$ cat config.mk
export PLATFORM = sky130hd
export DESIGN_NAME = glitc_config_controller_flat
export DESIGN_NICKNAME = d
export VERILOG_FILES = /design/src/rtl/glitc_config_controller_if.sv /design/src/rtl/glitc_config_controller.sv /design/src/flat_wrapper.sv
export SDC_FILE = /design/constraint.sdc
export NUM_CORES = 1
export LEC_CHECK = 0
export CORE_MARGIN = 4
export CORE_UTILIZATION = 35
export CTS_CLUSTER_DIAMETER = 30
export DETAILED_ROUTE_END_ITERATION = 10
export GPL_TIMING_DRIVEN = 0
export SYNTH_ARGS = -nofsm -noshare
export SYNTH_HDL_FRONTEND = slang
export SYNTH_SLANG_ARGS = --single-unit
$ cat constraint.sdc
create_clock -name clk_i -period 6 [get_ports clk_i]
set_input_delay 1.5 -clock clk_i [delete_from_list [all_inputs] [get_ports clk_i]]
set_output_delay 1.5 -clock clk_i [all_outputs]
set_load 0.005 [all_outputs]
$ cat src/rtl/glitc_config_controller_if.sv
`default_nettype none
// ==========================================================================
// Module   : glitc_config_controller_if
// Brief    : Wishbone slave bus bundle for the GLITC configuration controller.
// Revision : 1.0
// ==========================================================================
interface glitc_config_controller_if;
   logic        cyc_i;
   logic        stb_i;
   logic        we_i;
   logic [3:0]  adr_i;
   logic [31:0] dat_i;
   logic [3:0]  sel_i;
   logic [31:0] dat_o;
   logic        ack_o;
   logic        err_o;
   logic        rty_o;

   modport master (
      output cyc_i, stb_i, we_i, adr_i, dat_i, sel_i,
      input  dat_o, ack_o, err_o, rty_o
   );

   modport slave (
      input  cyc_i, stb_i, we_i, adr_i, dat_i, sel_i,
      output dat_o, ack_o, err_o, rty_o
   );
endinterface
`default_nettype wire

$ cat src/rtl/glitc_config_controller.sv
`default_nettype none
// ==========================================================================
// Module   : glitc_config_controller
// Brief    : Per-GLITC PROGRAM_B/INIT_B/DONE sequencer with Wishbone control.
// Revision : 1.0
// ==========================================================================
module glitc_config_controller #(
   parameter int PROG_CYCLES  = 64,
   parameter int INIT_TIMEOUT = 65536,
   parameter int NUM_GLITC    = 4
) (
   input  wire logic                 clk_i,
   input  wire logic                 rst_i,
   glitc_config_controller_if.slave  wb,
   output logic [NUM_GLITC-1:0]      GPROGRAM_B,
   input  wire logic [NUM_GLITC-1:0] GINIT_B,
   input  wire logic [NUM_GLITC-1:0] GDONE,
   output logic [NUM_GLITC-1:0]      gready_o
);

   localparam int c_CNT_MAX = (PROG_CYCLES > INIT_TIMEOUT) ? PROG_CYCLES : INIT_TIMEOUT;
   localparam int c_CNT_W   = (c_CNT_MAX > 2) ? $clog2(c_CNT_MAX) : 1;
   localparam logic [c_CNT_W-1:0] c_PROG_LOAD = c_CNT_W'(PROG_CYCLES - 1);
   localparam logic [c_CNT_W-1:0] c_INIT_LOAD = c_CNT_W'(INIT_TIMEOUT - 1);

   typedef enum logic [2:0] {
      ST_UNCONFIG  = 3'd0,
      ST_PROG      = 3'd1,
      ST_WAIT_INIT = 3'd2,
      ST_LOAD      = 3'd3,
      ST_READY     = 3'd4,
      ST_ERROR     = 3'd5
   } state_t;

   logic [NUM_GLITC-1:0]   r_init_meta, r_init_s;
   logic [NUM_GLITC-1:0]   r_done_meta, r_done_s;
   logic                   r_ack;
   logic [31:0]            r_dat;
   logic [NUM_GLITC-1:0]   r_prog_req;
   logic                   w_req;
   logic [31:0]            w_rd_data;
   logic [NUM_GLITC-1:0]   w_error;
   logic [3*NUM_GLITC-1:0] w_state_codes;
   logic                   w_unused;

   // GINIT_B and GDONE are asynchronous to clk_i
   always_ff @(posedge clk_i) begin
      if (rst_i) begin
         r_init_meta <= '0;
         r_init_s    <= '0;
         r_done_meta <= '0;
         r_done_s    <= '0;
      end else begin
         r_init_meta <= GINIT_B;
         r_init_s    <= r_init_meta;
         r_done_meta <= GDONE;
         r_done_s    <= r_done_meta;
      end
   end

   assign w_req = wb.cyc_i & wb.stb_i & ~r_ack;

   always_comb begin
      w_rd_data = '0;
      case (wb.adr_i[3:2])
         2'd1: begin
            w_rd_data[0  +: NUM_GLITC] = gready_o;
            w_rd_data[4  +: NUM_GLITC] = w_error;
            w_rd_data[8  +: NUM_GLITC] = r_done_s;
            w_rd_data[12 +: NUM_GLITC] = r_init_s;
         end
         2'd2:    w_rd_data[3*NUM_GLITC-1:0] = w_state_codes;
         default: w_rd_data = '0;
      endcase
   end

   // r_prog_req is only non-zero during the ack cycle, so the FSMs enter
   // PROG on the edge that ends the ack.
   always_ff @(posedge clk_i) begin
      if (rst_i) begin
         r_ack      <= 1'b0;
         r_dat      <= '0;
         r_prog_req <= '0;
      end else begin
         r_ack      <= w_req;
         r_dat      <= w_req ? w_rd_data : '0;
         r_prog_req <= (w_req && wb.we_i && (wb.adr_i[3:2] == 2'd0))
                       ? wb.dat_i[NUM_GLITC-1:0] : '0;
      end
   end

   assign wb.ack_o = r_ack;
   assign wb.dat_o = r_dat;
   assign wb.err_o = 1'b0;
   assign wb.rty_o = 1'b0;

   assign w_unused = &{1'b0, wb.sel_i, wb.adr_i[1:0], wb.dat_i[31:NUM_GLITC]};

   for (genvar g = 0; g < NUM_GLITC; g++) begin : g_glitc
      state_t               r_state, w_state_nxt;
      logic [c_CNT_W-1:0]   r_cnt, w_cnt_nxt;
      logic                 r_prog_b;
      logic                 r_gready;

      always_comb begin
         w_state_nxt = r_state;
         w_cnt_nxt   = r_cnt;
         if (r_prog_req[g]) begin
            w_state_nxt = ST_PROG;
            w_cnt_nxt   = c_PROG_LOAD;
         end else begin
            case (r_state)
               ST_UNCONFIG: begin
                  if (r_done_s[g]) w_state_nxt = ST_READY;
               end
               ST_PROG: begin
                  if (r_cnt == '0) begin
                     w_state_nxt = ST_WAIT_INIT;
                     w_cnt_nxt   = c_INIT_LOAD;
                  end else begin
                     w_cnt_nxt = r_cnt - 1'b1;
                  end
               end
               ST_WAIT_INIT: begin
                  if (r_init_s[g])       w_state_nxt = ST_LOAD;
                  else if (r_cnt == '0)  w_state_nxt = ST_ERROR;
                  else                   w_cnt_nxt   = r_cnt - 1'b1;
               end
               // DONE wins over a simultaneous INIT_B drop
               ST_LOAD: begin
                  if (r_done_s[g])       w_state_nxt = ST_READY;
                  else if (!r_init_s[g]) w_state_nxt = ST_ERROR;
               end
               ST_READY: begin
                  if (!r_done_s[g]) w_state_nxt = ST_UNCONFIG;
               end
               ST_ERROR: w_state_nxt = ST_ERROR;
               default:  w_state_nxt = ST_UNCONFIG;
            endcase
         end
      end

      // Outputs register the next state so they track the state register exactly.
      always_ff @(posedge clk_i) begin
         if (rst_i) begin
            r_state  <= ST_UNCONFIG;
            r_cnt    <= '0;
            r_prog_b <= 1'b1;
            r_gready <= 1'b0;
         end else begin
            r_state  <= w_state_nxt;
            r_cnt    <= w_cnt_nxt;
            r_prog_b <= (w_state_nxt != ST_PROG);
            r_gready <= (w_state_nxt == ST_READY);
         end
      end

      assign GPROGRAM_B[g]          = r_prog_b;
      assign gready_o[g]            = r_gready;
      assign w_error[g]             = (r_state == ST_ERROR);
      assign w_state_codes[3*g +: 3] = r_state;
   end

endmodule
`default_nettype wire

$ cat src/flat_wrapper.sv
// flat-port wrapper written by rule: the top's interface ports become plain ports
module glitc_config_controller_flat 
#(
   parameter int PROG_CYCLES  = 64,
   parameter int INIT_TIMEOUT = 65536,
   parameter int NUM_GLITC    = 4
)
  (clk_i, rst_i, GPROGRAM_B, GINIT_B, GDONE, gready_o, wb_cyc_i, wb_stb_i, wb_we_i, wb_adr_i, wb_dat_i, wb_sel_i, wb_dat_o, wb_ack_o, wb_err_o, wb_rty_o);
  glitc_config_controller_if wb_i ();
  input  wire logic clk_i;
  input  wire logic rst_i;
  output logic [NUM_GLITC-1:0] GPROGRAM_B;
  input  wire logic [NUM_GLITC-1:0] GINIT_B;
  input  wire logic [NUM_GLITC-1:0] GDONE;
  output logic [NUM_GLITC-1:0] gready_o;
  input wire logic [$bits(wb_i.cyc_i)-1:0] wb_cyc_i;
  input wire logic [$bits(wb_i.stb_i)-1:0] wb_stb_i;
  input wire logic [$bits(wb_i.we_i)-1:0] wb_we_i;
  input wire logic [$bits(wb_i.adr_i)-1:0] wb_adr_i;
  input wire logic [$bits(wb_i.dat_i)-1:0] wb_dat_i;
  input wire logic [$bits(wb_i.sel_i)-1:0] wb_sel_i;
  output wire logic [$bits(wb_i.dat_o)-1:0] wb_dat_o;
  output wire logic [$bits(wb_i.ack_o)-1:0] wb_ack_o;
  output wire logic [$bits(wb_i.err_o)-1:0] wb_err_o;
  output wire logic [$bits(wb_i.rty_o)-1:0] wb_rty_o;
  assign wb_i.cyc_i = wb_cyc_i;
  assign wb_i.stb_i = wb_stb_i;
  assign wb_i.we_i = wb_we_i;
  assign wb_i.adr_i = wb_adr_i;
  assign wb_i.dat_i = wb_dat_i;
  assign wb_i.sel_i = wb_sel_i;
  assign wb_dat_o = wb_i.dat_o;
  assign wb_ack_o = wb_i.ack_o;
  assign wb_err_o = wb_i.err_o;
  assign wb_rty_o = wb_i.rty_o;
  glitc_config_controller #(.PROG_CYCLES(PROG_CYCLES), .INIT_TIMEOUT(INIT_TIMEOUT), .NUM_GLITC(NUM_GLITC)) u_core (.clk_i(clk_i), .rst_i(rst_i), .wb(wb_i), .GPROGRAM_B(GPROGRAM_B), .GINIT_B(GINIT_B), .GDONE(GDONE), .gready_o(gready_o));
endmodule
## After elaboration in Yosys (flattened, before gate mapping)

Index checks and enable logic that the tools add are counted.

| storage, ports and cells | value |
|---|---|
| word-level logic and storage cells | 176 |
| input port bits | 53 |
| output and inout bits | 43 |
| bits in registers | 137 |

| operators by class | value |
|---|---|
| add/subtract/negate cells | 4 |
| bitwise operators | 6 |
| eq/ne operators | 46 |
| muxes and demuxes | 57 |
| reduce and logical (&&, ||, !) cells | 34 |

Operators with widths:

| operator | count |
|---|---|
| two-way mux 16 bit | 12 |
| one-hot mux 16 bit (2 select lines) | 4 |
| two-way mux 3 bit | 32 |
| one-hot mux 3 bit (6 select lines) | 4 |
| logical NOT 16 bit | 4 |
| subtractor 16 x 1 -> 16 bit (second input constant) | 4 |
| == test 3 bit (second input constant) | 12 |
| == test 3 x 2 -> 1 bit (second input constant) | 8 |
| two-way mux 6 bit | 4 |
| one-hot mux 12 bit (2 select lines) | 1 |
| AND reduction 3 bit | 8 |
| != test 2 bit (second input constant) | 8 |
| == test 3 x 1 -> 1 bit (second input constant) | 4 |
| logical NOT 3 bit | 4 |
| != test 3 x 1 -> 1 bit (second input constant) | 4 |
| != test 3 x 2 -> 1 bit (second input constant) | 4 |
| != test 3 bit (second input constant) | 4 |
| nonzero test 3 bit | 4 |
| OR reduction 2 bit | 6 |
| nonzero test 2 bit | 4 |
| inverter 1 bit | 4 |
| OR reduction 3 bit | 1 |
| AND 1 bit | 2 |
| == test 2 x 1 -> 1 bit (second input constant) | 1 |
| other kinds (3) | 4 |

## Logic depth before layout (Yosys ltp)

Gate-level depths: netlist of run 1.

| logic depth | value |
|---|---|
| depth after elaboration | 6 |
| depth in mapped cells | 9 |
| gate-level depth less buffers | 8 |

## Worst setup path before layout of run 1

No wires, ideal clock.

| timing path | value |
|---|---|
| kind | input-to-reg |
| start | input rst_i |
| end | register u_core.g_glitc[0].r_cnt[9] |
| data arrival time | 2.482 ns |
| stages | 5 |
| buffers on the path | 2 |
| slack | 3.401 ns |
| setup time | 0.116 ns |
| data required time | 5.884 ns |
| path through | clkbuf_1 -> or2_2 -> clkbuf_1 -> a21oi_1 -> a31o_2 |

| on the way | value |
|---|---|
| longest elaborated chain between the ends | 1 |

RTL lines:

| element | line | text |
|---|---|---|
| from (decl) | flat_wrapper.sv:11 | `input wire logic rst_i;` |
| OR reduction 2 bit (no line) | - |  |
| to (signal assigned) | glitc_config_controller.sv:152 | `r_cnt <= w_cnt_nxt;` |
| to (decl) | glitc_config_controller.sv:101 | `logic [c_CNT_W-1:0] r_cnt, w_cnt_nxt;` |

No other way between the ends.
A chain may end at the register's enable or synchronous reset.

## Worst setup path in the final report of run 1

| timing path | value |
|---|---|
| start | input wb_cyc_i |
| end | register u_core.r_dat[7], in the netlist u_core.wb.dat_o[7] |

| on the way | value |
|---|---|
| longest elaborated chain between the ends | 4 |

RTL lines:

| element | line | text |
|---|---|---|
| from (decl) | flat_wrapper.sv:16 | `input wire logic [$bits(wb_i.cyc_i)-1:0] wb_cyc_i;` |
| AND 1 bit (2 in series) | glitc_config_controller.sv:61 | `assign w_req = wb.cyc_i & wb.stb_i & ~r_ack;` |
| inverter 1 bit (no line) | - |  |
| OR reduction 2 bit (no line) | - |  |
| to (signal assigned) | glitc_config_controller.sv:86 | `r_dat <= w_req ? w_rd_data : '0;` |
| to (decl) | glitc_config_controller.sv:38 | `logic [31:0] r_dat;` |

No other way between the ends.

==> results of run 1 <==
==> worst register-to-register path, cell delays in order (launching register included) <==
cell      delay (ns)
dfxtp_1         0.34
inv_1           0.07
ha_1            0.23
or4b_2          0.64
nor4_4          0.48
a21oi_1         0.24
or2_2           0.35
a21oi_1         0.15
a311oi_1        0.06
==> layout make-up <==
type / instances / area, um^2 / area share
clock inverter: 15 / 153.9 / 0.02190
clock buffer: 17 / 425.4 / 0.06053
buffer: 55 / 312.8 / 0.04451
sequential: 121 / 2422 / 0.3447
tap: 216 / 270.3 / 0.03845
inverter: 23 / 86.33 / 0.01228
multi-input combinational: 472 / 2927 / 0.4164
timing repair buffer: 43 / 430.4 / 0.06124
==> sequential cells by signal (all words and copies together) (netlist names) <==
name and count:
u_core.g_glitc.r_gready 4, u_core.r_done_s 4, u_core.wb.dat_o 16, u_core.r_prog_req 4, u_core.g_glitc.r_prog_b 4, u_core.wb.ack_o 1
u_core.r_done_meta 4, u_core.g_glitc.r_state 12, u_core.r_init_meta 4, u_core.r_init_s 4, u_core.g_glitc.r_cnt 64
==> stage by stage <==
stage          total power [mW]  setup WS [ns]  std cells  hold WS, ns  utilization
6_report                  1.962          2.689        962       0.4392       0.4424
3_5_place_dp             0.9925          2.226        930       0.4294       0.4060
5_1_grt                   2.043          2.506        962       0.4635       0.4424
3_3_place_gp             0.9906          2.252        930       0.4230       0.4060
4_1_cts                   1.984          2.673        962       0.4402       0.4424
2_1_floorplan            0.9473          3.401        671       0.4138            -
==> logic make-up (layout without fill, tap and decap cells) <==
family / Yosys count / after routing / synth area share
buf+inv: 78 / 153 / 0.07022
flops: 121 / 121 / 0.4261
mux: 7 / 7 / 0.01255
simple gates: 271 / 271 / 0.2624
compound gates: 147 / 147 / 0.1787
other cells: 1 / 18 / 0.0006597
fa+ha+maj: 7 / 7 / 0.01541
xor+xnor: 22 / 22 / 0.03390
==> power breakdown <==
part           internal (mW)  switching [mW]
Sequential             0.817          0.0119
Clock                  0.610           0.376
Combinational         0.0628          0.0847
==> path summary, 6_finish.rpt <==
check | endpoint | slack [ns] | cells past startpoint
worst min register to register | u_core.r_done_s[3]$_SDFF_PP0_ | 0.44 | 1
worst max register to register | u_core.g_glitc[1].r_cnt[5]$_SDFFE_PP0P_ | 3.31 | 8
worst min-delay path | u_core.r_done_s[3]$_SDFF_PP0_ | 0.44 | 1
worst max-delay path | u_core.wb.dat_o[7]$_SDFF_PP0_ | 2.69 | 5
==> synth_stat cells, types with 4 or more instances <==
cell | number | area, um^2
nand2_1 | 21 | 78.83
buf_4 | 26 | 195.2
o31ai_1 | 4 | 30.03
nor4b_1 | 5 | 43.79
or2_2 | 9 | 56.30
a311oi_1 | 20 | 175.2
or3_1 | 18 | 112.6
nor2_1 | 77 | 289.0
o211ai_1 | 4 | 30.03
nor2b_1 | 25 | 156.4
nand3b_1 | 4 | 30.03
and3_1 | 12 | 75.07
a21oi_1 | 45 | 225.2
mux2i_1 | 6 | 60.06
o21ai_0 | 13 | 65.06
a22oi_1 | 9 | 67.56
ha_1 | 7 | 87.58
nor4_1 | 18 | 112.6
o31a_1 | 4 | 35.03
nand4_1 | 4 | 25.02
and2_1 | 6 | 37.54
nand3_1 | 7 | 35.03
inv_1 | 23 | 86.33
a211oi_1 | 14 | 105.1
xnor2_1 | 19 | 166.4
a31oi_1 | 6 | 37.54
dfxtp_1 | 121 | 2422
nor3b_1 | 4 | 30.03
clkbuf_1 | 25 | 93.84
nand2b_1 | 8 | 50.05
nor3_1 | 37 | 185.2
==> layer usage <==
metal	wire length [um]	global-route usage	vias up
met2	6618	0.2541	92
li1	-	-	2519
met5	0	0	-
met4	278	0.06439	0
met1	6453	0.1983	2388
met3	428	0.03529	22
==> out/metrics.cfg, run 1 <==
[status]
status=completed

[sta]
fmax_mhz=302.0
hold_viol=0
setup_viol=0
slew_viol_final=0
setup_tns_ns=0
fin_crit_sh=0.5519
skew_ns=0.006387
worst_pin_slew_ns=1.030
period_needed_ns=3.311
relSlewSlack=0.3043
rsz0062_at_grt=false

[detailed_routing]
first_pass_iters=5
final_antenna_net_count=0
drt-initial-drc-count=266
via_count=5021
via_per_inst=5.219
drc=0
totalWireLength_um=13780
wire_per_inst_um=14.32

[clocking]
numCtsBuffers=17
cts_hold_buf=0
cts.sinks=121
clockRootBuffer=clkbuf_16
cts-resized-gates=0
clk_pin_slew_ns=0.05
cts_tree=done
cts.path.max_buffers=2
cts_setup_buffers=0
clkLatencyLatePin_ns=0.41
cts_max_level=4

[worst_setup_path]
slowest_delay_ns=0.89
cpMaxStageDelayCell=nor4bb_1
arrival_ns=3.64
crit_path_cell_trace=clkdlybuf4s50_1, nor4bb_1, nand2_1, clkbuf_1, nor2_1
critPathRequiredTime_ns=6.33
cp-end-kind=flip-flop
cpLargestDelayFamily=simple AND/OR/NAND/NOR gates
worstReg2RegStart=u_core.g_glitc[1].r_cnt[0]$_SDFFE_PP0P_
cp_max_fo=10
crit_path_start=wb_cyc_i
critPathLaunchType=input port
path_buf_inv=2
worstSetupPathType=input port to flip-flop

[logic_synthesis]
postSynthCellCount=654
yosysSeqAreaShare=0.4262
synth_seq_cells=121
ys.flop_type=dfxtp_1
ys.warnings.count=0
syn_area_per_cell_um2=8.691
syn_area_mm2=0.005684
synth-edff-count=0
async_flop_share=0
yosysUniqueCellTypes=64

[floorplanning]
boundaryPins=96
rows=46
start_util=0.3578
die_h_um=135.4
core_mm2=0.01589
die-area_mm2=0.01834
die_x_um=135.4

[finish]
area.growth.synth_to_final_pct=23.64
drive_above_1_share=0.1099
diodes=0
layout_common_cells=dfxtp_1 (121), nor2_1 (77), a21oi_1 (45), clkdlybuf4s50_1 (43), nor3_1 (37)
n_fill_cell=1591
final_cell_area_mm2=0.007028
layout_commonest_cell=dfxtp_1
layout.nets=793

[global_route]
grt_max_degree=17
antenna_found_initial=0
grt_pass1_wl_um=23070
grt_pass1_vias=4852
overflow=0
grtUsageTotal=0.1555

[placed_design]
numPortBuffers=43
placed_area_mm2=0.006449
hpwl_um=10130
place_congestion=0.8569

[power]
max-vdd-ir-drop_uv=179.3
leakage_nw=2.595
power_density_mw_per_mm2=279.2

[min_path]
min_from=u_core.r_done_meta[3]$_SDFF_PP0_
hold_class=flip-flop to flip-flop

[flow_run]
maxCapViolCount=0

No activity file was read; power rests on OpenSTA's default activity.
==> run 2: changes to the inputs <==
Clock period 6 ns to 2.89 ns, I/O delays scaled along.
==> run 2 against run 1 <==
Compared with the run above: wire length is 0.18% higher; flip-flop and latch count is the same; sequential share of layout area hardly changed; clock-buffer cell count unchanged; global-route usage did not move; critical path depth up 3; worst hold slack worse by 0.00093 ns; cell count unchanged; setup slack got worse by 2.5 ns; clock skew hardly changed; largest power group unchanged.
==> out/metrics.cfg, run 2 (synthesis gave the netlist of run 1 again) <==
[status]
status=completed

[finish]
layout.nets=793  ; unchanged
drive_above_1_share=0.1113  ; +0.001340
diodes=0  ; unchanged
final_cells=962  ; unchanged
layout_common_cells=dfxtp_1 (121), nor2_1 (77), a21oi_1 (45), clkdlybuf4s50_1 (43), nor3_1 (37)
largest_reg_flops=64  ; unchanged
area.growth.synth_to_final_pct=23.66  ; about the same
layout_commonest_cell=dfxtp_1
top_register=u_core.g_glitc.r_cnt

[placed_design]
hpwl_um=10130  ; unchanged
dpl.cell_count=930  ; unchanged
numPortBuffers=43  ; unchanged
place_congestion=0.8569  ; unchanged
place_ws_ns=-0.1063  ; -2.333 ns

[worst_setup_path]
arrival_ns=2.95  ; -0.69 ns
cp-end-kind=flip-flop
worstReg2RegStart=u_core.g_glitc[1].r_cnt[0]$_SDFFE_PP0P_
slowest_delay_ns=0.64  ; -0.25 ns
reg2reg_depth=8  ; unchanged
critPathRequiredTime_ns=3.16  ; -3.17 ns
cpLargestDelayFamily=simple AND/OR/NAND/NOR gates
cp_max_fo=9  ; -1
critPathLaunchType=flip-flop
path_common_cell=a21oi_1
cpMaxStageDelayCell=or4b_2
path_buf_inv=1  ; -1
crit_path_cell_trace=inv_1, ha_1, or4b_2, nor4_4, a21oi_1, or2_2, a21oi_1, a311oi_1
crit-reg2reg-capture=u_core.g_glitc[1].r_cnt[5]$_SDFFE_PP0P_
r2r_slack_ns=0.20  ; -3.11 ns
worstSetupPathType=flip-flop to flip-flop

[clocking]
clkLatencyLatePin_ns=0.41  ; about the same
numCtsBuffers=17  ; unchanged
clockRootBuffer=clkbuf_16
cts_hold_buf=0  ; unchanged
cts_max_level=4  ; unchanged
cts.path.max_buffers=2  ; unchanged
cts.sinks=121  ; unchanged
cts_tree=done
clk_pin_slew_ns=0.06  ; about the same

[global_route]
grt_pass1_vias=4852  ; unchanged
antenna_found_initial=0  ; unchanged
grt_max_degree=17  ; unchanged
grt_pass1_wl_um=23070  ; unchanged
overflow=0  ; unchanged
grtUsageTotal=0.1555  ; unchanged

[detailed_routing]
first_pass_iters=5  ; unchanged
drc=0  ; unchanged
wire_per_inst_um=14.35  ; +0.18%
totalWireLength_um=13800  ; +0.18%
via_per_inst=5.220  ; about the same
drt-initial-drc-count=265  ; -0.38%
via_count=5022  ; +0.020%
final_antenna_net_count=0  ; unchanged

[floorplanning]
rows=46  ; unchanged
die_x_um=135.4  ; unchanged
die_h_um=135.4  ; unchanged
die-area_mm2=0.01834  ; unchanged
start_util=0.3578  ; unchanged
core_mm2=0.01589  ; unchanged
boundaryPins=96  ; unchanged

[sta]
fmax_mhz=372.1
fin_crit_sh=0.9298
setup_viol=0  ; unchanged
period_needed_ns=2.687
slew_viol_final=0  ; unchanged
rsz0062_at_grt=false
skew_ns=0.006702  ; +0.0003151 ns
worst_pin_slew_ns=1.031  ; +0.001590 ns
hold_viol=0  ; unchanged
relSlewSlack=0.3032  ; -0.001074
finalWorstSetupSlack_ns=0.2029  ; -2.486 ns

[min_path]
min_from=u_core.r_done_meta[3]$_SDFF_PP0_
hold_class=flip-flop to flip-flop
holdPathEnd=u_core.r_done_s[3]$_SDFF_PP0_
whs_path_depth=1  ; unchanged

[power]
max-vdd-ir-drop_uv=373.2  ; +110%
power_density_mw_per_mm2=579.5  ; +110%
finalPower_mw=4.074  ; +110%
leakage_nw=2.597  ; about the same

[flow_run]
maxCapViolCount=0  ; unchanged

==> run 2: cell counts in the layout (fill, tap and decap cells not counted) <==
Identical to the previous run, type by type.
==> run 2: worst max-delay path by stage <==
stage / depth (start not counted) / from / end
final: 8 / u_core.g_glitc[1].r_cnt[0]$_SDFFE_PP0P_ / u_core.g_glitc[1].r_cnt[5]$_SDFFE_PP0P_
after global routing: 8 / u_core.g_glitc[1].r_cnt[0]$_SDFFE_PP0P_ / u_core.g_glitc[1].r_cnt[3]$_SDFFE_PP0P_
after CTS: 7 / u_core.g_glitc[1].r_cnt[0]$_SDFFE_PP0P_ / u_core.g_glitc[1].r_prog_b$_SDFF_PP1_
after detailed placement: 5 / wb_cyc_i / u_core.wb.dat_o[10]$_SDFF_PP0_
after global placement: 5 / rst_i / u_core.g_glitc[3].r_cnt[0]$_SDFFE_PP0P_
after floorplan: 7 / u_core.g_glitc[1].r_cnt[0]$_SDFFE_PP0P_ / u_core.g_glitc[1].r_prog_b$_SDFF_PP1_
==> run 2: area by class of cell <==
type,instances,area (um^2)
plain buffers,55,314.1
clock inverters,15,153.9
inverters,23,86.33
clock buffers,17,425.4
repair buffers,43,430.4
multi-input cells,472,2927
flip-flops and latches,121,2422
fillers,1593,8856
well taps,216,270.3
==> run 2: timing repair <==
action,in CTS,in global routing
gates resized for setup,0,2
endpoints found under the setup margin,0,2
buffers inserted,0,0
hold endpoints to repair,0,0
==> run 2: metal layers <==
layer	up-vias	track usage	routed length (um)
li1	2511	-	-
met1	2390	0.1983	6447
met2	100	0.2541	6611
met3	21	0.03529	462
met4	0	0.06439	280
met5	-	0	0
==> run 2: stage by stage <==
stage               area (um^2)    util  hold slack, ns  setup TNS [ns]
floorplan                  5748       -          0.4138               0
global route               7029  0.4425          0.4635               0
detailed placement         6449  0.4060          0.4294          -1.242
CTS                        7028  0.4424          0.4402               0
global placement           6449  0.4060          0.4230         -0.8857
finish                     7029  0.4425          0.4382               0
==> run 2: power breakdown <==
group          leakage, nW  total, mW  switching, mW  internal (mW)
sequential           0.979       1.72         0.0247           1.70
clock                0.275       2.04          0.779           1.27
combinational         1.34      0.307          0.177          0.130
total                 2.60       4.07          0.980           3.09
==> run 3: changes to the inputs <==
Settings changed: CAP_MARGIN from default to 20, CORE_MARGIN 4 to default.
==> run 3 against run 2 <==
Compared with the run above: utilization grew 0.63 points; final area up 1.4%; clock skew decreased by 0.0027 ns; cell count up 0.31%; clock-buffer cell count is 1 higher; maximum frequency grew 0.36%.
==> out/metrics.cfg, run 3 (synthesis gave the netlist of run 1 again) <==
[clocking]
clkLatencyLatePin_ns=0.42  ; about the same
cts_tree=done
cts.sinks=121  ; unchanged
cts.path.max_buffers=2  ; unchanged
cts_hold_buf=0  ; unchanged
clk_pin_slew_ns=0.06  ; about the same
clockRootBuffer=clkbuf_16
cts_max_level=4  ; unchanged
numCtsBuffers=17  ; unchanged

[worst_setup_path]
critPathLaunchType=flip-flop
worstReg2RegStart=u_core.g_glitc[1].r_cnt[0]$_SDFFE_PP0P_
cpMaxStageDelayCell=or4b_2
arrival_ns=2.97  ; +0.02 ns
critPathRequiredTime_ns=3.18  ; +0.02 ns
slowest_delay_ns=0.65  ; about the same
worstSetupPathType=flip-flop to flip-flop
crit_path_cell_trace=inv_1, ha_1, or4b_2, nor4_4, buf_4, nor4_2, nor4b_4, or3b_1
cp_max_fo=6  ; -3
cp-end-kind=flip-flop
crit_path_start=u_core.g_glitc[1].r_cnt[0]$_SDFFE_PP0P_

[sta]
slew_viol_final=0  ; unchanged
setup_viol=0  ; unchanged
period_needed_ns=2.677  ; -0.009640 ns
fmax_mhz=373.5  ; +0.36%
skew_ns=0.003969  ; -0.002733 ns
hold_viol=0  ; unchanged
rsz0062_at_grt=false
finalWorstSetupSlack_ns=0.2125  ; +0.009640 ns
relSlewSlack=0.4144  ; +0.1112
fin_crit_sh=0.9265  ; -0.003336
worst_pin_slew_ns=0.8710  ; -0.1602 ns

[flow_run]
maxCapViolCount=0  ; unchanged

[global_route]
grt_pass1_wl_um=22350  ; -3.1%
grtUsageTotal=0.1706  ; +0.01517
grt_max_degree=17  ; unchanged
overflow=0  ; unchanged
antenna_found_initial=0  ; unchanged
grt_pass1_vias=4769  ; -1.7%

[floorplanning]
die_x_um=129.4  ; -4.4%
die_h_um=129.4  ; -4.4%
die-area_mm2=0.01675  ; -8.7%
core_mm2=0.01589  ; unchanged
boundaryPins=96  ; unchanged
rows=46  ; unchanged
start_util=0.3578  ; unchanged

[finish]
layout.nets=796  ; +0.38%
fin_util=0.4488  ; +0.006301
layout_commonest_cell=dfxtp_1
drive_above_1_share=0.1148  ; +0.003560
n_fill_cell=1566  ; -1.7%
final_cells=965  ; +0.31%
top_register=u_core.g_glitc.r_cnt
area.growth.synth_to_final_pct=25.42
largest_reg_flops=64  ; unchanged
diodes=0  ; unchanged
layout_common_cells=dfxtp_1 (121), nor2_1 (77), a21oi_1 (45), clkdlybuf4s50_1 (43), nor3_1 (37)

[status]
status=completed

[placed_design]
numPortBuffers=43  ; unchanged
hpwl_um=9721  ; -4.1%
dpl.cell_count=931  ; +0.11%
place_congestion=0.8188  ; -4.4%
place_ws_ns=-0.06307  ; +0.04320 ns

[power]
power_density_mw_per_mm2=613.4  ; +5.8%
max-vdd-ir-drop_uv=400.7  ; +7.4%
leakage_nw=2.657  ; +2.3%

[detailed_routing]
wl_met2_um=6289  ; -4.9%
totalWireLength_um=13400  ; -2.9%
wire_per_inst_um=13.88  ; -3.2%
routed.top_layer=met4
drc=0  ; unchanged
final_antenna_net_count=0  ; unchanged
wl_met3_um=584  ; +26%
drt-initial-drc-count=426  ; +61%
wl_met1_um=6240  ; -3.2%
via_per_inst=5.150  ; -1.3%
via_count=4970  ; -1.0%
first_pass_iters=5  ; unchanged

[min_path]
hold_class=flip-flop to flip-flop
min_from=u_core.r_done_meta[2]$_SDFF_PP0_

[run 3: cell count changes in the layout (fill, tap and decap cells not counted), moves of 2 or more]
| cell | delta |
|---|---|
| bufinv_16 | +3 |
| clkinvlp_4 | -3 |
| buf_4 | +2 |
| clkinv_2 | -2 |
[run 3: report_power, final]
part           internal (mW)  switching [mW]  total [mW]
logic                  0.134           0.177       0.310
clock network           1.56           0.783        2.34
registers               1.70          0.0240        1.72
total                   3.39           0.984        4.37
[run 3: cell type report]
type | count | area [um^2] | share of cell area
buffer | 55 | 314.1 | 0.04405
clock buffer | 18 | 439.2 | 0.06160
clock inverter | 14 | 220.2 | 0.03089
inverter | 23 | 86.33 | 0.01211
multi-input combinational | 472 | 2927 | 0.4105
sequential | 121 | 2422 | 0.3398
tap | 216 | 270.3 | 0.03791
timing repair buffer | 46 | 450.4 | 0.06318
[run 3: path summary, 6_finish.rpt]
check                                                to  slack (ns)  depth (start not counted)
hold reg to reg           u_core.r_done_s[2]$_SDFF_PP0_        0.43                          1
hold / removal            u_core.r_done_s[2]$_SDFF_PP0_        0.43                          1
setup reg to reg  u_core.g_glitc[1].r_prog_b$_SDFF_PP1_        0.21                          8
setup / recovery  u_core.g_glitc[1].r_prog_b$_SDFF_PP1_        0.21                          8
[run 3: metal layers]
layer / track usage / vias to the layer above
met5: 0 / -
met4: 0.07114 / 0
met3: 0.04707 / 26
met2: 0.2783 / 100
met1: 0.2122 / 2319
li1: - / 2525
[run 3: per-stage QoR]
step	TNS (ns)	hold WS (ns)	power [mW]	cell area (um^2)
final	0	0.4313	4.373	7129
after global routing	0	0.4542	4.537	7129
after CTS	0	0.4335	4.408	7113
after detailed placement	-0.3887	0.4204	2.060	6454
after global placement	-1.616	0.4247	2.055	6449
after floorplan	0	0.4138	1.967	5748
[run 3: critical path, delay by kind of cell (launching register included)]
family	cells	cell delay [ns]
DFF	1	0.34
adders and majority gates	1	0.22
and+or+nand+nor	5	1.72
buffers and inverters	2	0.28
[run 3: what timing repair did]
item | 4_1_cts | 5_1_grt
setup endpoints to repair | 0 | 5
resized for setup | 0 | 2
setup buffers | 0 | 2
